[src/rtl/bilinear_step_gen.sv]
// rtl/bilinear_step_gen.sv - per-output-pixel source pair and phase generator for the bilinear scaler
module bilinear_step_gen #(
   parameter int STEP   = 4096,
   parameter int IDX_W  = 12,
   localparam int FRAC_W = $clog2(STEP),
   localparam int DX_W   = $clog2(STEP / 4),
   localparam int ACC_W  = IDX_W + FRAC_W + 1
) (
   input  logic             clk,
   input  logic             rst,
   input  logic             start,
   input  logic [ACC_W-1:0] cfg_step,
   input  logic [IDX_W-1:0] cfg_src_w,
   input  logic [IDX_W-1:0] cfg_dst_w,
   output logic             busy,
   output logic             o_valid,
   input  logic             o_ready,
   output logic [IDX_W-1:0] o_x0,
   output logic [IDX_W-1:0] o_x1,
   output logic [DX_W-1:0]  o_dx,
   output logic             o_last,
   output logic             done
);

   localparam int P_W = ACC_W - FRAC_W;

   typedef enum logic [1:0] {
      IDLE = 2'd0,
      RUN  = 2'd1,
      FIN  = 2'd2
   } state_t;

   state_t           state, state_n;
   logic [ACC_W-1:0] acc, step_r;
   logic [IDX_W-1:0] cnt, src_w_r, dst_w_r;
   logic             hs;

   logic [ACC_W-1:0] sel_acc;
   logic [IDX_W-1:0] sel_src;
   logic [P_W-1:0]   p;
   logic [IDX_W-1:0] x0_n, x1_n, cnt_inc;
   logic [DX_W-1:0]  dx_n;
   logic             last_n;
   logic             unused_acc_lsb;

   assign hs             = o_valid & o_ready;
   assign cnt_inc        = cnt + IDX_W'(1);
   assign unused_acc_lsb = ^sel_acc[1:0];

   // State register; reset wins in every state and aborts a line silently
   always_ff @(posedge clk) begin
      if (rst) state <= IDLE;
      else     state <= state_n;
   end

   // Next-state: start begins a line (empty lines go straight to FIN), last handshake ends it
   always_comb begin
      state_n = state;
      case (state)
         IDLE: if (start) state_n = (cfg_dst_w != '0) ? RUN : FIN;
         RUN:  if (hs && (cnt == dst_w_r - IDX_W'(1))) state_n = FIN;
         FIN:  state_n = IDLE;
         default: state_n = IDLE;
      endcase
   end

   // Descriptor for the position about to be loaded: 0 at line start, acc+step on a handshake
   always_comb begin
      sel_acc = acc + step_r;
      sel_src = src_w_r;
      last_n  = (cnt_inc == dst_w_r - IDX_W'(1));
      if (state == IDLE) begin
         sel_acc = '0;
         sel_src = cfg_src_w;
         last_n  = (cfg_dst_w == IDX_W'(1));
      end
      p    = sel_acc[ACC_W-1:FRAC_W];
      x0_n = sel_src - IDX_W'(1);
      x1_n = sel_src - IDX_W'(1);
      dx_n = '0;
      // interior: p+1 < src_w; otherwise clamp to the right edge with zero phase
      if (({1'b0, p} + (P_W+1)'(1)) < {2'b00, sel_src}) begin
         x0_n = p[IDX_W-1:0];
         x1_n = p[IDX_W-1:0] + IDX_W'(1);
         dx_n = sel_acc[FRAC_W-1:2];
      end
   end

   // Registered outputs and line datapath; descriptor only changes on start or handshake
   always_ff @(posedge clk) begin
      if (rst) begin
         busy    <= 1'b0;
         done    <= 1'b0;
         o_valid <= 1'b0;
         o_last  <= 1'b0;
         o_x0    <= '0;
         o_x1    <= '0;
         o_dx    <= '0;
         acc     <= '0;
         cnt     <= '0;
         step_r  <= '0;
         src_w_r <= '0;
         dst_w_r <= '0;
      end else begin
         busy    <= (state_n != IDLE);
         done    <= (state_n == FIN);
         o_valid <= (state_n == RUN);
         if (state == IDLE && start) begin
            step_r  <= cfg_step;
            src_w_r <= cfg_src_w;
            dst_w_r <= cfg_dst_w;
            acc     <= '0;
            cnt     <= '0;
            o_x0    <= x0_n;
            o_x1    <= x1_n;
            o_dx    <= dx_n;
            o_last  <= last_n;
         end else if (state == RUN && hs) begin
            acc     <= sel_acc;
            cnt     <= cnt_inc;
            o_x0    <= x0_n;
            o_x1    <= x1_n;
            o_dx    <= dx_n;
            o_last  <= last_n && (state_n == RUN);
         end
      end
   end

endmodule

[config.mk]
export PLATFORM = sky130hd
export DESIGN_NAME = bilinear_step_gen
export DESIGN_NICKNAME = d
export VERILOG_FILES = /design/src/rtl/bilinear_step_gen.sv
export SDC_FILE = /design/constraint.sdc
export NUM_CORES = 1
export LEC_CHECK = 0
export ABC_AREA = 1
export ABC_CLOCK_PERIOD_IN_PS = 4600
export CORE_MARGIN = 10
export CORE_UTILIZATION = 45
export CTS_BUF_LIST = sky130_fd_sc_hd__clkbuf_2
export DETAILED_ROUTE_END_ITERATION = 16
export GPL_TIMING_DRIVEN = 0
export HOLD_SLACK_MARGIN = 0.02
export PLACE_DENSITY = 0.66
export SYNTH_ARGS = -nofsm -noshare
export SYNTH_HDL_FRONTEND = slang
export SYNTH_SLANG_ARGS = --single-unit
[constraint.sdc]
create_clock -name clk -period 4.6 [get_ports clk]
set_input_delay 0.69 -clock clk [delete_from_list [all_inputs] [get_ports clk]]
set_output_delay 0.69 -clock clk [all_outputs]
set_load 0.02 [all_outputs]
# Word-level counts from Yosys, hierarchy flattened
# Cells that the tools add are included.
# W data, S select, Z words.
dict set report classes {
  n_lt_le_gt_ge 1
  add_sub_neg 6
  n_bitwise 1
  n_eq_ne 6
  n_mux 18
  reduce_logical 9
}
# operator count
set op_table {}
lappend op_table {{$mux W12} 7}
lappend op_table {{$mux W10} 3}
lappend op_table {{$add A25 B25 Y25} 1}
lappend op_table {{$mux W25} 1}
lappend op_table {{$add A12 B1 Y12 const B} 2}
lappend op_table {{$eq A12 B12 Y1} 2}
lappend op_table {{$sub A12 B1 Y12 const B} 2}
lappend op_table {{$add A13 B1 Y14 const B} 1}
lappend op_table {{$lt A14 B12 Y1} 1}
lappend op_table {{$eq A12 B1 Y1 const B} 1}
lappend op_table {{$reduce_bool A12 Y1} 1}
lappend op_table {{$mux W2} 3}
lappend op_table {{$eq A2 B1 Y1 const B} 2}
lappend op_table {{$logic_and A1 B1 Y1} 4}
lappend op_table {{$pmux W2 S2} 1}
lappend op_table {{$reduce_bool A2 Y1} 2}
lappend op_table {{$mux W1} 3}
lappend op_table {{$eq A2 B2 Y1 const B} 1}
lappend op_table {{$logic_not A2 Y1} 1}
lappend op_table {{$reduce_or A2 Y1} 1}
lappend op_table {{$and A1 B1 Y1} 1}
dict set report word_totals {
  elab_cells 54
  regBits 126
  inputBits 53
  output_inout_bits 38
}

# Longest topological paths before layout
# Gate-level depths: netlist of the first run.
dict set report logic_depth {
  word_depth 9
  ltp_mapped 30
  ltp_nobuf 29
}

# Worst setup path after synthesis of the first run
# No wires, ideal clock.
dict set report synth_timing {
  kind {flip-flop to flip-flop}
  start {register acc[0]}
  end {register o_x1[6]}
  required_time_ps 4491
  setup_ps 109
  stages_incl_launch_ff 30
  synth_period_minus_slack_ps 3619
  n_path_buf 1
  setup_slack_ps 981
  t_arrival_ps 3510
  path_cell_list {dfxtp_1 -> ha_1 -> inv_1 -> fa_1 -> inv_1 -> nand3_1 -> nand3_1 -> nand2_1 -> nand2_1 -> nand2_1 -> nand3_1 -> nand2_1 -> nor2_1 -> nand2_1 -> nor2_4 -> nand2_1 -> nor2_1 -> nor2_1 -> ha_1 -> a21oi_1 -> nor3_1 -> a211oi_1 -> nand2_1 -> nand2_1 -> nand3_4 -> buf_6 -> nand2_1 -> nand3_1 -> nand2_1 -> inv_1}
}
dict set report synth_between {
  elab_chain_len 7
  elab_cells_between_ends 8
  cone_classes {3 x add/sub; 1 x order compare; 4 x mux}
}
# element line
set synth_lines {}
lappend synth_lines {{from (decl)} 34} ;# logic [ACC_W-1:0] acc, step_r;
lappend synth_lines {{from (signal assigned)} 119} ;# acc <= sel_acc;
lappend synth_lines {{$add A25 B25 Y25 *} 69} ;# sel_acc = acc + step_r;
lappend synth_lines {{$mux W25 *} 72} ;# if (state == IDLE) begin
lappend synth_lines {{$add A13 B1 Y14} 82} ;# if (({1'b0, p} + (P_W+1)'(1)) < {2'b00, sel_src}) begin
lappend synth_lines {{$lt A14 B12 Y1} 82}
lappend synth_lines {{$mux W12 *} 82}
lappend synth_lines {{$mux W12} 118} ;# end else if (state == RUN && hs) begin
lappend synth_lines {{$mux W12 *} 108} ;# if (state == IDLE && start) begin
lappend synth_lines {{to (signal assigned)} 115} ;# o_x1 <= x1_n;
lappend synth_lines {{to (signal assigned)} 122} ;# o_x1 <= x1_n;
lappend synth_lines {{to (decl)} 19} ;# output logic [IDX_W-1:0] o_x1,
# Mark *: on every way between the ends. The rest lies on a longest branch, timed or not. The select of a mux whose other input is x is not followed.
# A chain may end at the register's enable or synchronous reset.

# Worst setup path in the final report of the first run
dict set report layout_timing {
  start {register acc[0]}
  end {register o_x0[9]}
}
dict set report layout_between {
  elab_chain_len 7
}
# element line
set layout_lines {}
lappend layout_lines {{$add A25 B25 Y25 *} 69}
lappend layout_lines {{$mux W25 *} 72}
lappend layout_lines {{named net sel_acc[12]} 38} ;# logic [ACC_W-1:0] sel_acc;
lappend layout_lines {{$add A13 B1 Y14 *} 82}
lappend layout_lines {{$lt A14 B12 Y1 *} 82}
lappend layout_lines {{$mux W12 *} 82}
lappend layout_lines {{$mux W12} 118}
lappend layout_lines {{$mux W12 *} 108}
lappend layout_lines {{to (signal assigned)} 114} ;# o_x0 <= x0_n;
lappend layout_lines {{to (signal assigned)} 121} ;# o_x0 <= x0_n;
lappend layout_lines {{to (decl)} 18} ;# output logic [IDX_W-1:0] o_x0,
# Mark *: on every way through the listed nets, which the timed path passes. The rest lies on a longest branch. The select of a mux whose other input is x is not followed.

==> results.yml, run 1 <==
layout:
  nets: 1474
  most-common-layout-cells: "253 x nand2_1, 168 x inv_1, 161 x nor2_1"
  layout_commonest_cell: "nand2_1"
  area_delta_synth_final_pct: 18.20
  layout-drive-gt1-share_pct: 6.676
  final_cells: 1624
sta:
  period_share_pct: 93.46
  timing.fmax_mhz: 232.6
  fin_crit_ns: 4.299
  drv_slew: 0
  report.final.setup_viol: 0
  tightest_slew_ns: 0.8121
  finClkSkew_ns: 0.03042
  slew-limit-headroom_pct: 45.66
  rsz0062_at_grt: "no"
  final-hold-violation-count: 0
  fin_setup_tns_ns: 0
die:
  start_util_pct: 45.71
  dieHeight_um: 155.1
  die_w_um: 155.1
  pin_count: 91
  die_area_um2: 24050
  coreArea_um2: 17960
  rows: 49
route:
  drt_iter0_markers: 580
  vias: 8369
  routed_wl_mm: 25.35
  wl_per_cell_um: 15.61
  drtPass1Iterations: 6
  drc: 0
  antenna_left: 0
  vias_per_cell: 5.153
power:
  power.internal_mw: 1.652
  ir_drop_mv: 0.1457
  p_leak_nw: 4.533
  power_switching_mw: 0.8779
  power.sequential.fraction_pct: 47.3
  power.density_nw_per_um2: 260.7
  switching_share_pct: 34.71
  power_mw: 2.529
  p_comb_share_pct: 25.7
  p_clk_share_pct: 27.0
worst_setup_path:
  cp-start-kind: "flip-flop"
  crit_type: "reg2reg"
  cpMostUsedCell: "inv_1"
  r2r_cells: 28
  critPathMaxFanout: 10
  r2r_slack_ns: 0.30
  required_ns: 5.23
  crit_path_end_kind: "flip-flop"
  cpLargestDelayFamily: "simple AND/OR/NAND/NOR gates"
  worst_path_largest_cell_delay_ns: 0.40
  rr_startpoint: "acc[0]"
  path_buf_inv: 7
  cp.arrival_ns: 4.93
  critPathSlowestCell: "fa_1"
  timing.rr.end: "o_x0[9]"
clock_network:
  clock_latency_ns: 0.73
  cts_tree: "yes"
  root_buffer: "clkbuf_2"
  cts_sinks: 126
  cts_buffers: 17
  clkTransAtPathRegs_ns: 0.18
  htree_levels: 4
  cts_hold_buf: 0
  clockBufferDepth: 2
logic_synthesis:
  syn_area_um2: 8210
  synth_top_family_by_area: "simple AND/OR/NAND/NOR gates"
  synth_top_flop_cell: "dfxtp_1"
  synth_nets: 1362
  ys_types: 42
  postSynthAreaPerCell_um2: 6.470
  synth-edff-count: 0
  async_flop_share_pct: 0
  yosys.area_share.xor_xnor_pct: 5.334
  synth_compound_area_share_pct: 14.20
  synthMuxAreaShare_pct: 0.6096
  synthTopCellsByArea: "dfxtp_1 31%, nand2_1 12%, inv_1 7.7%"
  ys_seq_area_share_pct: 30.72
  postSynthCellCount: 1269
  synth.largest_area_cell: "dfxtp_1"
  synthAdderAreaFrac_pct: 6.187
  yosysWarnings: 0
  ys_ff_latch: 126
  synth_top_area_share_pct: 30.72
  synth-simple-area-share_pct: 32.35
global_route:
  grt_pass1_vias: 7993
  grt_max_degree: 17
  antenna_found_initial: 1
  track_usage_pct: 20.71
  grt_pass1_wl_mm: 40.47
  overflow: 0
placed_design:
  place.gp.congestion: 0.9724
  port_buffers: 89
  dp_hpwl_mm: 20.06
  place_inst: 1587
worst_hold_path:
  min_path_type: "in2reg"
  whs_path_depth: 2
  hold-path-endpoint: "state[1]"
  min_from: "rst"
outcome:
  status: "finished clean"
run:
  maxCapViolCount: 0
cell usage after synthesis (4+ instances only):
master	count
nand4_1	34
buf_1	4
inv_2	8
a211oi_1	4
nor2_1	163
buf_2	8
dfxtp_1	126
inv_1	168
nor2_4	5
xnor2_1	13
xor2_1	37
or2_2	5
nor3_1	12
mux2i_1	5
nand3_2	6
nand3_1	85
a21oi_1	90
nand2_1	255
nand3b_1	4
clkbuf_1	33
o21ai_0	118
ha_1	39
nor2_2	10
nor4_1	5
per-layer routing:
metal	track usage (%)	up-vias	part of all wire [%]
li1	-	4324	-
met1	26.70	3784	47
met2	33.90	223	46
met3	4.163	38	5.5
met4	6.478	0	2.0
met5	0	-	0
metrics by stage:
| step | hold slack [ns] | utilization [%] | worst slack (ns) | area [µm²] |
|---|---|---|---|---|
| final | 0.4098 | 54.02 | 0.3009 | 9704 |
| after global routing | 0.3747 | 54.02 | 0.002144 | 9704 |
| after CTS | 0.3710 | 53.47 | 0.08080 | 9604 |
| after detailed placement | 0.4544 | 52.26 | 0.1213 | 9388 |
| after global placement | 0.4415 | 52.26 | 0.1346 | 9388 |
| after floorplan | 0.4297 | - | 0.9807 | 8210 |
power groups by stage:
stage          combinational [mW]  sequential, mW  clock (mW)
4_1_cts                     0.644            1.20       0.701
3_3_place_gp                0.634            1.22           0
3_5_place_dp                0.640            1.22           0
5_1_grt                     0.724            1.20       0.743
2_1_floorplan               0.389            1.24           0
6_report                    0.650            1.20       0.683
how the worst max path moves through the flow:
| stage | start | end | slack (ns) | cells past startpoint |
|---|---|---|---|---|
| floorplan | acc[0] | o_x1[6] | 0.98 | 29 |
| global placement | step_r[0] | o_x1[7] | 0.13 | 29 |
| detailed placement | acc[0] | o_x0[9] | 0.12 | 29 |
| CTS | acc[0] | o_x0[9] | 0.08 | 29 |
| global route | acc[2] | o_x0[9] | 0.002 | 28 |
| finish | acc[0] | o_x0[9] | 0.30 | 28 |
layout make-up:
cell class              instances  area, µm²
clock buffers                  19      95.09
multi-input cells             919       4883
flip-flops and latches        126       2522
diodes                          2      5.005
well taps                     229      286.5
repair buffers                 93      920.9
fillers                      1868       8259
clock inverters                12      121.4
inverters                     176      660.6
plain buffers                  48      209.0
kinds of logic after synthesis:
group	after synthesis
buffers and inverters	224
muxes	5
xor gates and xnor gates	50
and+or+nand+nor	598
AOI/OAI and AO/OA	226
adders and majority gates	40
DFF	126
repair_timing:
item                       in CTS  in global routing
setup endpoints to repair       0                 34
gates resized for setup         0                 14
buffers inserted                0                  4
flip-flops by register name, summed over array words and instances, names as in the netlist:
name	flops
acc	25
step_r	25
cnt	12
dst_w_r	12
o_x0	12
o_x1	12
src_w_r	12
o_dx	10
state	2
busy	1
done	1
o_last	1
o_valid	1
No activity file was read; power rests on OpenSTA's default activity.
==> inputs of run 2 (changes only) <==
--- a/config.mk
+++ b/config.mk
@@ -5,9 +5,7 @@
 export SDC_FILE = /design/constraint.sdc
 export NUM_CORES = 1
 export LEC_CHECK = 0
-export ABC_AREA = 1
 export ABC_CLOCK_PERIOD_IN_PS = 4600
-export CORE_MARGIN = 10
 export CORE_UTILIZATION = 45
 export CTS_BUF_LIST = sky130_fd_sc_hd__clkbuf_2
 export DETAILED_ROUTE_END_ITERATION = 16
==> run 2 against run 1 <==
  * The flow now finishes with violations (setup timing)
  * Clock power is 8.5% higher
  * Largest power group unchanged
  * Via count is 6.8% lower
  * Synthesized cell count shrank 21%
  * Highest routed layer unchanged
==> results.yml, run 2 <==
layout:
  register_area_um2: 2529
  fillers: 1562
  final_cells: 1367
  stdcell_area_um2: 9821
  most-common-layout-cells: "206 x nand2_1, 123 x dfxtp_1, 115 x a21oi_1"
  area_delta_synth_final_pct: 27.27
  multiInputGateArea_um2: 5264
  layout-drive-gt1-share_pct: 13.44
  reg.largest.list: "acc x25, step_r x25"
  nets: 1226
  layout_commonest_cell: "nand2_1"
clock_network:
  clkTransAtPathRegs_ns: 0.23
  htree_levels: 4
  cts_sinks: 126
  cts_tree: "yes"
  root_buffer: "clkbuf_2"
  cts_buffers: 17
  clock_latency_ns: 0.74
  clockBufferDepth: 2
route:
  highest_layer: "met4"
  wl_met3_mm: 1.333
  vias: 7800
  wl_per_cell_um: 17.63
  wl_met2_mm: 11.28
  wl_met1_mm: 10.60
  drt_iter0_markers: 571
  antenna_left: 0
  vias_per_cell: 5.706
  routed_wl_mm: 24.10
  drtPass1Iterations: 5
  drc: 0
global_route:
  grt_pass1_vias: 7341
  antenna_found_initial: 1
  grt_pass1_wl_mm: 38.26
  track_usage_pct: 27.86
  grt_max_degree: 17
  overflow: 0
logic_synthesis:
  synth_top_flop_cell: "dfxtp_1"
  synth.largest_area_cell: "dfxtp_1"
  async_flop_share_pct: 0
  synth_nets: 1097
  postSynthAreaPerCell_um2: 7.685
  synth_compound_area_share_pct: 20.14
  ys_ff_latch: 126
  ys_types: 66
  synthAdderAreaFrac_pct: 6.583
  yosys.area_share.xor_xnor_pct: 7.719
  synthMuxAreaShare_pct: 3.130
  postSynthCellCount: 1004
  synthTopCellsByArea: "dfxtp_1 33%, nand2_1 10%, a21oi_1 7.8%"
  ys_seq_area_share_pct: 32.69
  synth-simple-area-share_pct: 25.15
  synth_common_cells: "207 x nand2_1, 126 x dfxtp_1, 120 x a21oi_1, 63 x nor2_1, 45 x clkbuf_1"
  synth-edff-count: 0
  synth_top_area_share_pct: 32.69
  yosysMostFrequentCell: "nand2_1"
  yosysWarnings: 0
  synth_top_family_by_area: "simple AND/OR/NAND/NOR gates"
  syn_area_um2: 7716
worst_setup_path:
  crit_path_end_kind: "flip-flop"
  timing.rr.end: "o_x1[5]"
  r2r_cells: 28
  rr_startpoint: "step_r[0]"
  r2r_slack_ns: -0.47
  critPathSlowestCell: "dfxtp_4"
  worst_path_largest_cell_delay_ns: 0.42
  cp-start-kind: "flip-flop"
  required_ns: 5.18
  cp.arrival_ns: 5.65
  critPathMaxFanout: 5
  crit_type: "reg2reg"
sta:
  timing.fmax_mhz: 197.1
  whs_ns: 0.4711
  finClkSkew_ns: 0.04704
  period_share_pct: 110.3
  rsz0062_at_grt: "yes"
  final-hold-violation-count: 0
  slew-limit-headroom_pct: 32.87
  report.final.setup_viol: 34
  drv_slew: 0
  tightest_slew_ns: 1.007
  fin_ws_ns: -0.4748
  fin_crit_ns: 5.075
placed_design:
  dp_hpwl_mm: 18.34
  placed_cell_area_um2: 9006
  port_buffers: 89
  dpl_worst_slack_ns: -0.9993
  place.gp.congestion: 0.9042
  place_inst: 1313
outcome:
  status: "finished, violations left"
  violations: "setup timing"
die:
  start_util_pct: 46.36
  dieHeight_um: 132.9
  die_w_um: 132.9
  pin_count: 91
  rows: 47
  die_area_um2: 17670
  coreArea_um2: 16640
worst_hold_path:
  whs_path_depth: 2
  min_from: "o_dx[7]"
  hold-path-endpoint: "o_dx[7]"
  min_path_type: "reg2reg"
power:
  ir_drop_mv: 0.2069
  power.density_nw_per_um2: 253.4
  p_leak_nw: 3.690
  power_mw: 2.489
run:
  maxCapViolCount: 0
[run 2: area by class of cell]
type,instances,area share [%]
antenna,1,0.02548
clock inverter,15,1.669
sequential,126,25.75
buffer,58,2.892
tap,220,2.803
timing repair buffer,110,11.29
inverter,27,1.108
multi-input combinational,793,53.60
clock buffer,17,0.8664
[run 2: repair_timing]
action	CTS	global route
endpoints found under the setup margin	34	34
buffers inserted	16	3
hold endpoints to repair	0	0
pin swaps	25	1
cloned	2	0
hold buffers	0	0
resized for setup	52	20
[run 2: where the power goes]
part	total [mW]	internal (mW)	switching, mW
clock network	0.741	0.227	0.514
registers	1.18	1.14	0.0356
logic	0.569	0.238	0.332
[run 2: how the worst max path moves through the flow]
stage | from | endpoint | slack (ns) | cells past startpoint
finish | step_r[0] | o_x1[5] | -0.47 | 28
global route | step_r[0] | o_x0[2] | -0.71 | 28
CTS | step_r[0] | o_x1[5] | -0.30 | 29
detailed placement | step_r[0] | o_x1[4] | -1.0 | 27
global placement | step_r[0] | o_x0[0] | -1.02 | 27
floorplan | step_r[0] | o_x0[6] | -0.03 | 27
[run 2: stage by stage]
stage | util, % | TNS [ns]
finish | 59.01 | -12.68
global route | 59.01 | -20.21
CTS | 58.03 | -7.651
global placement | 54.12 | -28.47
detailed placement | 54.12 | -28.06
floorplan | - | -0.2461
[run 2: cell families (layout without fill, tap and decap cells)]
logic type,count (synthesis),in the layout
flip-flops,126,126
multiplexers,23,23
buffers and inverters,85,227
AO/OA/AOI/OAI,246,246
adder cells (fa/ha/maj),40,40
AND/OR/NAND/NOR,416,416
XOR/XNOR,68,68
other,0,1
[run 2: worst max-delay path, delay by kind of cell (launching register included)]
kind | cells | cell delay, ns
AOI/OAI and AO/OA | 7 | 1.08
xor gates and xnor gates | 1 | 0.20
adders and majority gates | 4 | 0.87
buffers and inverters | 8 | 0.84
DFF | 1 | 0.42
and+or+nand+nor | 8 | 1.51
[run 2: per-layer routing]
layer  GRT usage, %  vias to the layer above
li1               -                     3817
met1          36.22                     3661
met2          45.64                      269
met3          4.291                       53
met4          12.13                        0
met5              0                        -
==> inputs of run 3 (changes only) <==
--- a/config.mk
+++ b/config.mk
@@ -12,6 +12,7 @@
 export GPL_TIMING_DRIVEN = 0
 export HOLD_SLACK_MARGIN = 0.02
 export PLACE_DENSITY = 0.66
+export SETUP_SLACK_MARGIN = 0.4
 export SYNTH_ARGS = -nofsm -noshare
 export SYNTH_HDL_FRONTEND = slang
 export SYNTH_SLANG_ARGS = --single-unit
==> run 3 against run 2 <==
  * The run still ends with setup timing left
  * Clock skew about the same
  * Register-to-register slack about the same
  * First-iteration DRC count increased by 29%
  * Largest power group unchanged
  * Combinational power increased by 11%
  * Critical path depth decreased by 2
  * Hold slack got worse by 0.016 ns
  * Design area increased by 6.2%
  * Routed wire length increased by 8.6%
  * Largest cell class unchanged
  * Highest routed layer unchanged
  * Critical path type unchanged
  * Sequential share of layout area decreased by 1.5 points
  * Via count increased by 3.9%
  * Setup slack improved by 0.012 ns
  * Critical endpoint is now o_x0[0]
==> results.yml, run 3 (same netlist as run 2, synthesis figures left out) <==
power:
  ir_drop_mv: 0.1948
  power.sequential.fraction_pct: 45.5
  power_switching_mw: 0.9146
  power_mw: 2.588
  p_leak_nw: 3.903
  p_comb_share_pct: 24.3
  switching_share_pct: 35.34
  p_clk_share_pct: 30.2
  power.density_nw_per_um2: 248.2
  power.internal_mw: 1.673
die:
  pin_count: 91
  dieHeight_um: 132.9
  die_w_um: 132.9
  coreArea_um2: 16640
  start_util_pct: 46.36
  die_area_um2: 17670
  rows: 47
global_route:
  antenna_found_initial: 1
  grt_pass1_vias: 7565
  track_usage_pct: 29.36
  overflow: 0
  grt_pass1_wl_mm: 40.27
  grt_max_degree: 17
layout:
  layout_commonest_cell: "nand2_1"
  layout-drive-gt1-share_pct: 19.64
  stdcell_area_um2: 10430
  nets: 1246
  most-common-layout-cells: "204 x nand2_1, 123 x dfxtp_1, 104 x a21oi_1"
  reg.largest.list: "acc x25, step_r x25"
  final_cells: 1387
  area_delta_synth_final_pct: 35.11
worst_hold_path:
  min_path_type: "in2reg"
  min_from: "cfg_step[0]"
clock_network:
  root_buffer: "clkbuf_2"
  clock_latency_ns: 0.75
  htree_levels: 4
  cts_buffers: 17
  clockBufferDepth: 2
  clkTransAtPathRegs_ns: 0.26
  cts_sinks: 126
  cts_hold_buf: 0
  cts_tree: "yes"
worst_setup_path:
  critPathMaxFanout: 8
  cp.arrival_ns: 5.74
  r2r_slack_ns: -0.46
  rr_startpoint: "acc[8]"
  cp-start-kind: "flip-flop"
  crit_path_end_kind: "flip-flop"
  required_ns: 5.27
  critPathLaunch: "acc[8]"
  crit_type: "reg2reg"
route:
  vias: 8107
  drt_iter0_markers: 736
  antenna_left: 0
  vias_per_cell: 5.845
  wl_per_cell_um: 18.88
  routed_wl_mm: 26.18
  drc: 0
  drtPass1Iterations: 8
outcome:
  violations: "setup timing"
  status: "finished, violations left"
sta:
  final-hold-violation-count: 0
  timing.fmax_mhz: 197.5
  period_share_pct: 110.0
  tightest_slew_ns: 1.165
  fin_crit_ns: 5.062
  finClkSkew_ns: 0.04678
  rsz0062_at_grt: "yes"
  fin_ws_ns: -0.4623
  report.final.setup_viol: 34
  slew-limit-headroom_pct: 22.33
  drv_slew: 0
placed_design:
  placed_cell_area_um2: 9010
  port_buffers: 89
  place_inst: 1313
  dp_hpwl_mm: 18.64
  place.gp.congestion: 0.9575
run:
  maxCapViolCount: 0
run 3: cell types whose count changed in the layout (fill, tap and decap cells not counted), moves of 4 or more:
cell	change
a2111oi_2	-4
a2111oi_4	+4
a211oi_1	-11
a211oi_2	+9
a21oi_1	-11
a21oi_2	+10
buf_4	+18
ha_1	-4
nor4_2	-7
nor4_4	+9
o21ai_0	-4
o21ai_2	+6
run 3: per-layer routing:
metal  GRT usage (%)  wire, µm  part of all wire [%]
met4           10.09       660                   2.5
met1           38.69     11260                    43
met5               0         0                     0
met3           5.134      1749                   6.7
met2           48.20     12510                    48
run 3: power by group through the flow:
stage	clock [mW]	sequential (mW)	combinational, mW
floorplan	0	1.21	0.310
finish	0.780	1.18	0.630
CTS	0.784	1.18	0.579
global route	0.832	1.18	0.678
global placement	0	1.20	0.521
detailed placement	0	1.20	0.525
run 3: worst max-delay path, stage by stage, from the launching register on:
cell	delay (ns)
dfxtp_1	0.37
ha_1	0.27
buf_2	0.19
nand4_1	0.16
a21oi_1	0.24
o21a_1	0.23
nor3_4	0.05
or3_4	0.36
clkinv_4	0.08
ha_4	0.13
inv_4	0.04
nor4_4	0.18
nand4_4	0.23
nor2_4	0.18
xnor2_2	0.16
inv_2	0.08
ha_4	0.28
nand4_1	0.17
nor2_2	0.21
o31ai_4	0.10
a21oi_2	0.20
a21oi_2	0.06
nand4_1	0.26
a21oi_4	0.13
buf_6	0.18
buf_16	0.14
a2111oi_4	0.31
run 3: final timing paths:
kind,end,cells past startpoint
setup / recovery,o_x0[0],26
setup reg to reg,o_x0[0],26
hold / removal,step_r[0],3
hold reg to reg,src_w_r[6],2
run 3: through the flow:
step	util [%]	setup TNS, ns	setup slack, ns	hold WS (ns)
after floorplan	-	-0.2286	-0.02726	0.4357
after global placement	54.14	-29.12	-1.054	0.4414
after detailed placement	54.14	-28.64	-1.032	0.4475
after CTS	59.12	-8.194	-0.3086	0.3933
after global routing	62.64	-20.00	-0.6784	0.4016
final	62.64	-13.28	-0.4623	0.4554
run 3: area by class of cell:
type / instances / area (µm²)
Clock buffer: 17 / 85.08
Sequential cell: 126 / 2529
Multi-Input combinational cell: 793 / 5695
Buffer: 58 / 300.3
Timing Repair Buffer: 130 / 1254
Inverter: 27 / 108.9
Clock inverter: 15 / 175.2
Antenna cell: 1 / 2.502
Fill cell: 1487 / 6217
Tap cell: 220 / 275.3
run 3: repair_timing:
item / CTS / global route
resized for setup: 69 / 94
endpoints found under the hold margin: 0 / 0
gates cloned: 2 / 0
setup endpoints to repair: 34 / 34
buffers inserted: 19 / 20
pin swaps: 30 / 23
